==> src/rtl/shift_reg_pkg.sv <==
// rtl/shift_reg_pkg.sv - shared constants and helpers for the shift-register link
package shift_reg_pkg;

  localparam int SHREG_DEF_WIDTH = 8;
  localparam bit SHREG_MSB_FIRST = 1'b1;
  localparam bit SHREG_LSB_FIRST = 1'b0;

  // Bit-counter width; never below 1 so the counter port always exists.
  function automatic int shreg_cnt_w(input int width);
    return (width < 2) ? 1 : $clog2(width);
  endfunction

endpackage

==> src/rtl/shift_reg_rx_core.sv <==
// rtl/shift_reg_rx_core.sv - serial shift register, bit counter and resync handling
module shift_reg_rx_core
  import shift_reg_pkg::*;
#(
  parameter int WIDTH     = SHREG_DEF_WIDTH,
  parameter bit MSB_FIRST = SHREG_MSB_FIRST,
  localparam int CNT_W    = shreg_cnt_w(WIDTH)
) (
  input  logic             i_clock,
  input  logic             i_reset,
  input  logic             i_ser_in,
  input  logic             i_ser_valid,
  input  logic             i_sync,
  output logic             o_word_done,
  output logic [WIDTH-1:0] o_word,
  output logic [CNT_W-1:0] o_bit_count
);

  localparam logic [CNT_W-1:0] LAST_BIT = CNT_W'(WIDTH - 1);

  logic [WIDTH-1:0] r_shift;
  logic [CNT_W-1:0] r_count;
  logic [WIDTH-1:0] w_base;
  logic [WIDTH-1:0] w_shift_nxt;
  logic [CNT_W-1:0] w_count_base;

  // A sync on the same edge as a strobe makes that bit the first of a fresh word.
  always_comb begin
    w_base       = i_sync ? '0 : r_shift;
    w_count_base = i_sync ? '0 : r_count;
    if (MSB_FIRST) begin
      w_shift_nxt = {w_base[WIDTH-2:0], i_ser_in};
    end else begin
      w_shift_nxt = {i_ser_in, w_base[WIDTH-1:1]};
    end
    o_word_done = i_ser_valid && !i_sync && (r_count == LAST_BIT);
    o_word      = w_shift_nxt;
    o_bit_count = r_count;
  end

  always_ff @(posedge i_clock) begin
    if (i_reset) begin
      r_shift <= '0;
      r_count <= '0;
    end else if (i_ser_valid) begin
      r_shift <= w_shift_nxt;
      r_count <= o_word_done ? '0 : w_count_base + CNT_W'(1);
    end else if (i_sync) begin
      r_shift <= '0;
      r_count <= '0;
    end
  end

endmodule

==> src/rtl/shift_reg_rx.sv <==
// rtl/shift_reg_rx.sv - serial-in/parallel-out receiver with valid/ready holding register
module shift_reg_rx
  import shift_reg_pkg::*;
#(
  parameter int WIDTH     = SHREG_DEF_WIDTH,
  parameter bit MSB_FIRST = SHREG_MSB_FIRST,
  localparam int CNT_W    = shreg_cnt_w(WIDTH)
) (
  input  logic             i_clock,
  input  logic             i_reset,
  input  logic             i_ser_in,
  input  logic             i_ser_valid,
  input  logic             i_sync,
  output logic [WIDTH-1:0] o_out_data,
  output logic             o_out_valid,
  input  logic             i_out_ready,
  input  logic             i_clr_overrun,
  output logic             o_overrun,
  output logic             o_status,
  output logic [CNT_W-1:0] o_bit_count
);

  logic             w_word_done;
  logic [WIDTH-1:0] w_word;
  logic             w_accept;
  logic             w_load;
  logic             w_overrun_nxt;

  logic [WIDTH-1:0] r_data;
  logic             r_valid;
  logic             r_overrun;
  logic             r_status;

  shift_reg_rx_core #(
    .WIDTH     (WIDTH),
    .MSB_FIRST (MSB_FIRST)
  ) u_core (
    .i_clock     (i_clock),
    .i_reset     (i_reset),
    .i_ser_in    (i_ser_in),
    .i_ser_valid (i_ser_valid),
    .i_sync      (i_sync),
    .o_word_done (w_word_done),
    .o_word      (w_word),
    .o_bit_count (o_bit_count)
  );

  // A word completing on the accept edge replaces the consumed one with no bubble.
  always_comb begin
    w_accept      = r_valid && i_out_ready;
    w_load        = w_word_done && (!r_valid || w_accept);
    w_overrun_nxt = r_overrun;
    if (w_word_done && r_valid && !w_accept) begin
      w_overrun_nxt = 1'b1;
    end else if (i_clr_overrun) begin
      w_overrun_nxt = 1'b0;
    end
  end

  always_ff @(posedge i_clock) begin
    if (i_reset) begin
      r_data    <= '0;
      r_valid   <= 1'b0;
      r_overrun <= 1'b0;
      r_status  <= 1'b1;
    end else begin
      if (w_load) begin
        r_data  <= w_word;
        r_valid <= 1'b1;
      end else if (w_accept) begin
        r_valid <= 1'b0;
      end
      r_overrun <= w_overrun_nxt;
      r_status  <= ~w_overrun_nxt;
    end
  end

  assign o_out_data  = r_data;
  assign o_out_valid = r_valid;
  assign o_overrun   = r_overrun;
  assign o_status    = r_status;

endmodule

==> config.mk <==
export PLATFORM = sky130hd
export DESIGN_NAME = shift_reg_rx
export DESIGN_NICKNAME = d
export VERILOG_FILES = /design/src/rtl/shift_reg_pkg.sv /design/src/rtl/shift_reg_rx_core.sv /design/src/rtl/shift_reg_rx.sv
export SDC_FILE = /design/constraint.sdc
export NUM_CORES = 1
export LEC_CHECK = 0
export CORE_ASPECT_RATIO = 0.6
export CORE_MARGIN = 1.5
export CORE_UTILIZATION = 40
export CTS_BUF_LIST = sky130_fd_sc_hd__clkbuf_8
export CTS_CLUSTER_DIAMETER = 100
export DETAILED_ROUTE_END_ITERATION = 10
export GPL_TIMING_DRIVEN = 0
export PLACE_DENSITY = 0.73
export SYNTH_ARGS = -nofsm -noshare
export SYNTH_HDL_FRONTEND = slang
export SYNTH_HIERARCHICAL = 1
export SYNTH_SLANG_ARGS = --single-unit
==> constraint.sdc <==
create_clock -name i_clock -period 1.19 [get_ports i_clock]
set_input_delay 0.238 -clock i_clock [delete_from_list [all_inputs] [get_ports i_clock]]
set_output_delay 0.238 -clock i_clock [all_outputs]
set_load 0.03 [all_outputs]
# Word level (Yosys, flattened, before mapping)
# Index checks and enable logic that the tools add are counted.
# totals
wordCells,29
register_bits,21
output_inout_bits,14
in_bits,7
# op_classes
n_reduce_logical,11
addsub,1
mux,9
n_bitwise,1
n_eq_ne,1
# ops
operator,count
$mux W7,2
$mux W3,3
$logic_and A1 B1 Y1,6
$mux W1,4
$add A3 B1 Y3 const B,1
$eq A3 B3 Y1 const B,1
$logic_not A1 Y1,3
$reduce_bool A2 Y1,1
$logic_or A1 B1 Y1,1
$not A1 Y1,1

# Depth between registers and ports, before layout
# logic_depth
ltp_word,7
mapped_depth,6
ltp_nobuf,4

# By module
# Netlist, hierarchy kept.
# modules_own_cells
mod,area_per_inst_um2,cells_per_inst,n_inst,seq_area_each_um2
shift_reg_rx_core,500.5,50,1,200.2
shift_reg_rx,480.5,46,1,220.2

# Worst setup path before layout
# OpenSTA, ideal clock, no wires.
# synth_path
kind,register -> register
startpoint,register u_core.r_count[1] (netlist: u_core/o_bit_count[1])
endpoint,register r_data[0] (netlist: o_out_data[0])
n_path_buf,1
t_arrival_ns,1.301
stages_incl_launch_ff,6
period_less_slack_ns,1.372
required_time_ns,1.118
setup_slack_ns,-0.182
setup_time_ns,0.072
path_cell_list,dfxtp_1 nand4b_2 nor2_1 nor2b_2 buf_6 mux2i_1
# synth_between
elab_chain_len,3
# synth_lines
item,line_no,text
from (decl),shift_reg_rx_core.sv:22,logic [CNT_W-1:0] r_count;
from (signal assigned),shift_reg_rx_core.sv:47,r_count <= o_word_done ? '0 : w_count_base + CNT_W'(1);
$eq A3 B3 Y1,shift_reg_rx_core.sv:36,o_word_done = i_ser_valid && !i_sync && (r_count == LAST_BIT);
$logic_and A1 B1 Y1,shift_reg_rx_core.sv:36,
named net w_word_done,shift_reg_rx.sv:23,logic w_word_done;
$logic_and A1 B1 Y1,shift_reg_rx.sv:51,w_load = w_word_done && (!r_valid || w_accept);
to (signal assigned),shift_reg_rx.sv:68,r_data <= w_word;
to (decl),shift_reg_rx.sv:29,logic [WIDTH-1:0] r_data;
# The timed path passes the listed nets, and every way through them passes these cells.
# A chain may end at the register's enable or synchronous reset.

# Final worst setup path
# layout_path
startpoint,register u_core.r_count[2] (netlist: u_core/o_bit_count[2])
endpoint,register r_data[1] (netlist: o_out_data[1])
# The elaborated chain is that of the path after synthesis.

==> summary.md <==
| Metric | Value |
|---|---|
| CTS clk-pin slew, worst paths | `80 ps` |
| Final Hold Slack | `285 ps` |
| CP Launch Type | `flop` |
| Hold violation total from the final report | `0` |
| Initial antenna violation count | `0` |
| Vias in the first global route | `592` |
| Lkg Pwr | `0.000520 µW` |
| Hold Path Class | `in2reg` |
| Placer Congestion | `0.732` |
| Routed via count | `722` |
| Number of diodes | `0` |
| Post-DRT Antenna Nets | `0` |
| Layout area overhead | `37.9%` |
| Die X | `66.9 µm` |
| Register share of total power | `0.551` |
| Min Tclk post-route | `1210 ps` |
| Clock skew | `7.55 ps` |
| Internal | `998 µW` |
| Unrepaired setup endpoints after global routing | `true` |
| Worst Tran Pin Value | `465 ps` |
| TritonCTS clock tree | `built` |
| Largest net degree at the start of global routing | `13` |
| Clk_lat worst skew | `260 ps` |
| Nets | `133` |
| Final setup viols | `1` |
| CP Max Fanout | `8` |
| R2R depth | `5` |
| DR iter-0 viols | `31` |
| GRT Total Usage | `0.147` |
| IO Count | `21` |
| Relative slew margins | `0.690` |
| DR pass1 iterations | `4` |
| Critical path arrival | `1390 ps` |
| R2R setup slack | `-20 ps` |
| Clk root buf | `clkbuf_8` |
| Post-Synthesis Cells | `96` |
| Fin. max-slew vios | `0` |
| TritonCTS buffer count | `3` |
| Wire per inst | `12.6 µm` |
| PD cells | `953 mW/mm²` |
| Syn Nets | `104` |
| Synthesized area | `981 µm²` |
| Status | `finished, violations left` |
| CP Capture Type | `flop` |
| Final WS setup | `-24.2 ps` |
| Final cycle utilization of the critical path | `1.02` |
| Via density | `4.69` |
| Core footprint | `0.00224 mm²` |
| Residual DRC | `0` |
| Share of cells above drive strength 1 | `0.403` |
| Post-synthesis cell type count | `22` |
| Hold wc startpoint | `i_ser_valid` |
| Worst setup startpoint | `u_core/o_bit_count[2]` |
| Maximum buffer depth of the clock tree | `2` |
| Die ar. | `0.00277 mm²` |
| Sink Count | `21` |
| Yosys warns | `6` |
| Sw Ratio | `0.225` |
| Congestion Overflow GR | `0` |
| Hold Crit Depth | `2` |
| Failing checks | `negative setup slack` |
| Starting Density | `0.437` |
| Max cap viols | `0` |
| P_sw | `290 µW` |
| Pre-CTS setup slack | `-519 ps` |
| Crit Path Class | `reg2reg` |
| Required time of the critical path | `1370 ps` |
| First-pass GRT wire length | `2790 µm` |
| Post-Route Setup TNS | `-24.2 ps` |
| Die H | `41.4 µm` |
| Rows | `13` |
| Peak VDD IR | `713 µV` |
| Port-buffer cells | `18` |
| CTS Hold Bufs | `0` |
| Dpl hpwl | `1350 µm` |
| #FFs+latches synth | `21` |
| Clock network power share | `0.358` |
| Highest achievable clock rate | `824 MHz` |
| Sequential area share after synthesis | `0.429` |
| CTS HTree Levels | `1` |
| Mean Syn Cell Area | `10.2 µm²` |
| Worst r2r src | `u_core/o_bit_count[2]` |
| Combinational Power Share | `0.091` |
| WL final | `1950 µm` |
-- final timing paths --
kind / endpoint
max: o_out_data[1]
min: u_core/o_bit_count[2]
max reg2reg: o_out_data[1]
min reg2reg: o_out_data[4]
-- cells in the mapped netlist (all sizes together) --
| library cell | n | area share |
|---|---|---|
| dfxtp | 21 | 0.43 |
| nand2b | 18 | 0.11 |
| mux2i | 15 | 0.15 |
| nor2 | 12 | 0.046 |
| nor2b | 11 | 0.11 |
| buf | 7 | 0.059 |
| a21oi | 2 | 0.010 |
| a21o | 1 | 0.0077 |
| a311oi | 1 | 0.0089 |
| a31oi | 1 | 0.0064 |
| and2b | 1 | 0.0077 |
| ha | 1 | 0.013 |
| inv | 1 | 0.0038 |
| nand2 | 1 | 0.0038 |
| nand4b | 1 | 0.015 |
| nor3b | 1 | 0.0077 |
| xnor2 | 1 | 0.0089 |
-- worst max-delay path, cell delays in order (launching register included) --
cell	delay, ps
dfxtp_4	370
nand4b_4	130
nor2_4	110
nor2b_4	170
buf_8	150
mux2i_1	200
-- power groups by stage --
stage          Sequential (µW)  Clock, µW  Combinational [µW]
3_3_place_gp               724          0                 107
3_5_place_dp               725          0                 109
5_1_grt                    711        518                 124
4_1_cts                    710        473                 113
6_report                   710        461                 117
2_1_floorplan              732          0                66.3
-- per-stage QoR --
stage	power, µW	instances	util	area (µm²)
2_1_floorplan	798	96	-	995
3_3_place_gp	831	144	0.540	1210
3_5_place_dp	833	144	0.540	1210
4_1_cts	1300	152	0.590	1330
5_1_grt	1350	154	0.603	1350
6_report	1290	154	0.603	1350
-- repair_timing --
item,CTS,global route
endpoints found under the setup margin,25,12
resized for setup,46,8
buffers inserted,4,2
pin swaps,2,3
-- cells in the final DEF (no fill, tap or decap), drive strengths merged --
cell | synthesis | final
dlygate4sd2 | 0 | 1
clkdlybuf4s15 | 0 | 11
buf | 7 | 14
clkdlybuf4s50 | 0 | 3
a21oi | 2 | 2
nor2 | 12 | 12
and2b | 1 | 1
a31oi | 1 | 1
ha | 1 | 1
inv | 1 | 1
nand2b | 18 | 18
a21o | 1 | 1
xnor2 | 1 | 1
dfxtp | 21 | 21
clkinv | 0 | 1
mux2i | 15 | 15
a311oi | 1 | 1
nor2b | 11 | 11
clkbuf | 0 | 4
nand4b | 1 | 1
nor3b | 1 | 1
nand2 | 1 | 1
clkdlybuf4s18 | 0 | 1
-- layer usage --
| metal | global-route usage | up-vias | share of wire |
|---|---|---|---|
| li1 | - | 369 | - |
| met1 | 0.206 | 331 | 0.47 |
| met2 | 0.203 | 20 | 0.45 |
| met3 | 0.0699 | 2 | 0.075 |
| met4 | 0.0306 | 0 | 0.0036 |
| met5 | 0 | - | 0 |
-- final cells by class --
class                   count  area [µm²]
repair buffers             24         228
inverters                   1        3.75
plain buffers               7        61.3
fillers                   191         892
well taps                  30        37.5
flip-flops and latches     21         432
multi-input cells          67         544
clock buffers               3        41.3
clock inverters             1        5.00
-- registers in the layout (all words and copies together), names as in the netlist --
name,cells
o_out_data,8
o_out_valid,1
o_overrun,1
o_status,1
u_core/o_bit_count,3
u_core/r_shift,7
-- cells by family (layout without fill, tap and decap cells) --
logic type / Yosys count / in the layout / share of synthesized area
flops: 21 / 21 / 0.429
buf+inv: 8 / 36 / 0.0625
mux: 15 / 15 / 0.153
simple gates: 45 / 45 / 0.301
xor+xnor: 1 / 1 / 0.00893
compound gates: 5 / 5 / 0.0332
fa+ha+maj: 1 / 1 / 0.0128
Note: power is estimated with default switching activity, not from simulation.
